==> src/rtl/wb_bus_master.sv <==
// wb_bus_master: single-transfer Wishbone classic initiator for the CPU memory stage (optional watchdog via WB_TIMEOUT_EN)
module wb_bus_master #(
  parameter int TIMEOUT_CYCLES = 256
) (
  input  logic        wb_clk_i,
  input  logic        wb_rst_i,
  input  logic        cpu_req_i,
  input  logic        cpu_we_i,
  input  logic [31:0] cpu_addr_i,
  input  logic [31:0] cpu_wdata_i,
  input  logic [3:0]  cpu_sel_i,
  output logic [31:0] cpu_rdata_o,
  output logic        cpu_done_o,
  output logic        cpu_err_o,
  output logic        cpu_stall_o,
  output logic [31:0] wb_adr_o,
  output logic [31:0] wb_dat_o,
  input  logic [31:0] wb_dat_i,
  output logic [3:0]  wb_sel_o,
  output logic        wb_we_o,
  output logic        wb_stb_o,
  output logic        wb_cyc_o,
  input  logic        wb_ack_i,
  input  logic        wb_err_i
);
  localparam logic [1:0] IDLE = 2'd0;
  localparam logic [1:0] BUS  = 2'd1;
  localparam logic [1:0] DONE = 2'd2;
  if (TIMEOUT_CYCLES < 2 || TIMEOUT_CYCLES > 65535) begin : g_bad_timeout
    $error("wb_bus_master: TIMEOUT_CYCLES out of range 2..65535");
  end
  logic [1:0] state;
  logic       tmo;
`ifdef WB_TIMEOUT_EN
  logic [15:0] cnt;
  assign tmo = cnt == 16'(TIMEOUT_CYCLES - 1);
  // watchdog: zero outside BUS, counts BUS cycles that see neither ack nor err
  always_ff @(posedge wb_clk_i) begin
    if (wb_rst_i || state != BUS) cnt <= '0;
    else if (!wb_ack_i && !wb_err_i) cnt <= cnt + 16'd1;
  end
`else
  assign tmo = 1'b0;
`endif
  assign cpu_stall_o = (state == IDLE && cpu_req_i) || state == BUS;
  // transfer FSM: launch in IDLE, wait for ack/err (or watchdog) in BUS, one-cycle turnaround in DONE
  always_ff @(posedge wb_clk_i) begin
    if (wb_rst_i) begin
      state       <= IDLE;
      wb_adr_o    <= '0;
      wb_dat_o    <= '0;
      wb_sel_o    <= '0;
      wb_we_o     <= 1'b0;
      wb_stb_o    <= 1'b0;
      wb_cyc_o    <= 1'b0;
      cpu_rdata_o <= '0;
      cpu_done_o  <= 1'b0;
      cpu_err_o   <= 1'b0;
    end else begin
      case (state)
        IDLE: if (cpu_req_i) begin
          wb_adr_o <= cpu_addr_i;
          wb_dat_o <= cpu_wdata_i;
          wb_sel_o <= cpu_sel_i;
          wb_we_o  <= cpu_we_i;
          wb_stb_o <= 1'b1;
          wb_cyc_o <= 1'b1;
          state    <= BUS;
        end
        BUS: if (wb_err_i || wb_ack_i || tmo) begin
          cpu_rdata_o <= (wb_err_i || !wb_ack_i || wb_we_o) ? 32'd0 : wb_dat_i;
          cpu_err_o   <= wb_err_i || !wb_ack_i;
          cpu_done_o  <= 1'b1;
          wb_stb_o    <= 1'b0;
          wb_cyc_o    <= 1'b0;
          state       <= DONE;
        end
        DONE: begin
          cpu_done_o <= 1'b0;
          cpu_err_o  <= 1'b0;
          state      <= IDLE;
        end
        default: state <= IDLE;
      endcase
    end
  end
endmodule

==> config.mk <==
export PLATFORM = sky130hd
export DESIGN_NAME = wb_bus_master
export DESIGN_NICKNAME = d
export VERILOG_FILES = /design/src/rtl/wb_bus_master.sv
export SDC_FILE = /design/constraint.sdc
export NUM_CORES = 1
export LEC_CHECK = 0
export BUFFER_PORTS_ARGS = -buffer_cell sky130_fd_sc_hd__buf_2
export CAP_MARGIN = 15
export CORE_MARGIN = 1
export CORE_UTILIZATION = 35
export DETAILED_ROUTE_END_ITERATION = 6
export PLACE_DENSITY_LB_ADDON = 0.08
export SYNTH_ARGS = -nofsm -noshare
export SYNTH_HDL_FRONTEND = slang
export SYNTH_SLANG_ARGS = --single-unit
export TNS_END_PERCENT = 10
==> constraint.sdc <==
create_clock -name wb_clk_i -period 2.2 [get_ports wb_clk_i]
set_clock_uncertainty 0.15 [all_clocks]
set_input_delay 0.44 -clock wb_clk_i [delete_from_list [all_inputs] [get_ports wb_clk_i]]
set_output_delay 0.44 -clock wb_clk_i [all_outputs]
set_load 0.02 [all_outputs]
==> run metrics <==
run status=completed; total I/O pin count=212; CTS tree=done; area of the multi-input gates=1320 um^2; DIE AREA=10740 um^2; register area=2122 um^2; die height=103.6 um; Pre-Repair DR Iteration Count=4; Peak VDD IR=361.1 uV; crit share post-route=85.36%; CTS root buf=clkbuf_8; pwr dens=748.2 nW/um^2; CP Launch Type=flop; Required @ worst endpoint=2.35 ns; R2R cell count=4; largest family of logic cells by synthesized area=compound AO/OA/AOI/OAI gates; vias per inst=4.553; DR iter-0 viols=128; CP endpoint kind=flop; Post-Synthesis Cells=398; clock latency on the worst-skew pair=0.35 ns; FF+latch count, synth=106; most frequent cells in the layout=buf_2 (211), nand2_1 (139), dfxtp_1 (106); DRT Wirelength=9499 um; WL/cell=12.98 um; Hold Fails Final Rpt=0; WP data arrival=2.03 ns; area grow syn2layout=35.62%; Yosys Warn Count=0; unrepaired setup endpoints after global routing=false; commonest non-fill, non-tap cell in the layout=buf_2; largest net degree at the start of global routing=72; Port Buffers=211; antenna viol nets, final=0; simple logic cell fraction of the synthesized area=16.51%; first-pass GRT wire length=15150 um; post-CTS setup buffer count=0; DR vias=3333; DP HPWL=6558 um; share of layout cells above drive strength 1=43.91%; average cell area after synthesis=9.082 um^2; post-CTS sizing=0; crit path max fanout=22; CTS Buf Count=9; Final Core Density=49.47%; LEAKAGE=0.002393 uW; # fillers=1035; Clock Path Buffers=2; setup violation total in the final timing report=0; Least-Margin Pin Slew=0.7453 ns; # diodes=0; worst hold stages=2; Tot GR Track Use=17.41%; adder-cell share of the synthesized area=0%; Slew HR=50.31%; GRT Residual Overflow=0; Max Fclk=0.5325 GHz; Chip Width=103.6 um; sequential share of the synthesized area=58.71%; number of global-route vias before repair=3133; H-tree Lvls=3; CORE AREA=9910 um^2; RePlAce Congestion=0.7147; Syn Std Cell Area=3615 um^2; Mapped Nets=504; max_cap viols=0; xor and xnor area share after synthesis=0%; number of hold buffers added after CTS=0; Slew Viols, Final=0; Setup Crit Path Kind=flop to flop; Pwr Total=3668 uW; design area=4902 um^2; final hold slack=0.1458 ns; post-synth cell types=24; Nets=701; post-layout min period=1.878 ns; Rows=36; mux cell area share after synthesis=0.5884%; post-synthesis compound-gate area fraction=19.28%; Setup TNS=0 ns; Residual DRC=0; Worst-path clk slew=0.09 ns; starting density of the core=36.48%; initial antenna violation count=1; Worst Hold Class=input port to flop; area post-placement=4741 um^2; Sink Count=106
-- state kept, by name, indices dropped and copies added (netlist names) --
name / flops
cpu_rdata_o: 32
wb_adr_o: 32
wb_dat_o: 32
wb_sel_o: 4
state: 2
cpu_done_o: 1
cpu_err_o: 1
wb_cyc_o: 1
wb_we_o: 1
-- cells in the mapped netlist, drive strengths merged --
cell type,n,area (um^2)
o211ai,1,7.510
nor3b,1,7.510
mux2i,1,10.01
or3b,2,20.02
nor3,1,5.000
dfxtp,106,2122
inv,3,11.26
o21a,1,7.510
nor2,5,18.77
a32oi,1,8.760
nor4b,1,23.77
nand2,139,521.8
buf,12,90.08
o31a,1,8.760
a22o,32,314.1
a21oi,69,345.3
o21ai,1,5.000
clkbuf,20,76.32
mux2,1,11.26
-- per-stage QoR --
step	instances	setup WS, ns
after global routing	732	0.1888
final	732	0.3221
after detailed placement	717	0.2861
after floorplan	398	0.3286
after CTS	732	0.3019
after global placement	717	0.3146
-- critical path, cell delays in order (launching register included) --
cell	delay [ns]
dfxtp_1	0.49
or3b_4	0.45
nor4b_4	0.27
buf_4	0.29
a22o_2	0.17
-- cell families after synthesis --
group	Yosys count
and+or+nand+nor	149
AOI/OAI and AO/OA	106
DFF	106
buffers and inverters	35
muxes	2
-- routing by layer --
| layer | share of wire, % | wire length (um) | up-vias | GRT usage (%) |
|---|---|---|---|---|
| li1 | - | - | 1707 | - |
| met1 | 43 | 4043 | 1492 | 20.55 |
| met2 | 48 | 4527 | 122 | 29.29 |
| met3 | 8.7 | 829 | 10 | 7.048 |
| met4 | 0.88 | 84 | 2 | 4.348 |
| met5 | 0.14 | 13 | - | 0 |
-- layout make-up --
class                   instances  share of cell area [%]
clock inverters                 4                  0.6126
flip-flops and latches        106                   43.29
repair buffers                218                   22.87
clock buffers                  11                   2.680
well taps                     133                   3.395
inverters                       3                  0.2297
multi-input cells             257                   26.93
-- path summary, 6_finish.rpt --
check,endpoint,start,slack [ns]
setup / recovery,cpu_rdata_o[6],state[0],0.32
hold reg to reg,wb_dat_o[4],wb_dat_o[4],0.30
hold / removal,cpu_rdata_o[4],wb_dat_i[4],0.15
setup reg to reg,cpu_rdata_o[6],state[0],0.32
-- power by group --
group	total [uW]	switching (uW)	leakage, uW	internal [uW]
Combinational	564	350	0.00146	214
Clock	1040	632	0.0000677	407
Sequential	2060	50.1	0.000866	2010
Total	3670	1030	0.00239	2640
Note: power is estimated with default switching activity, not from simulation.
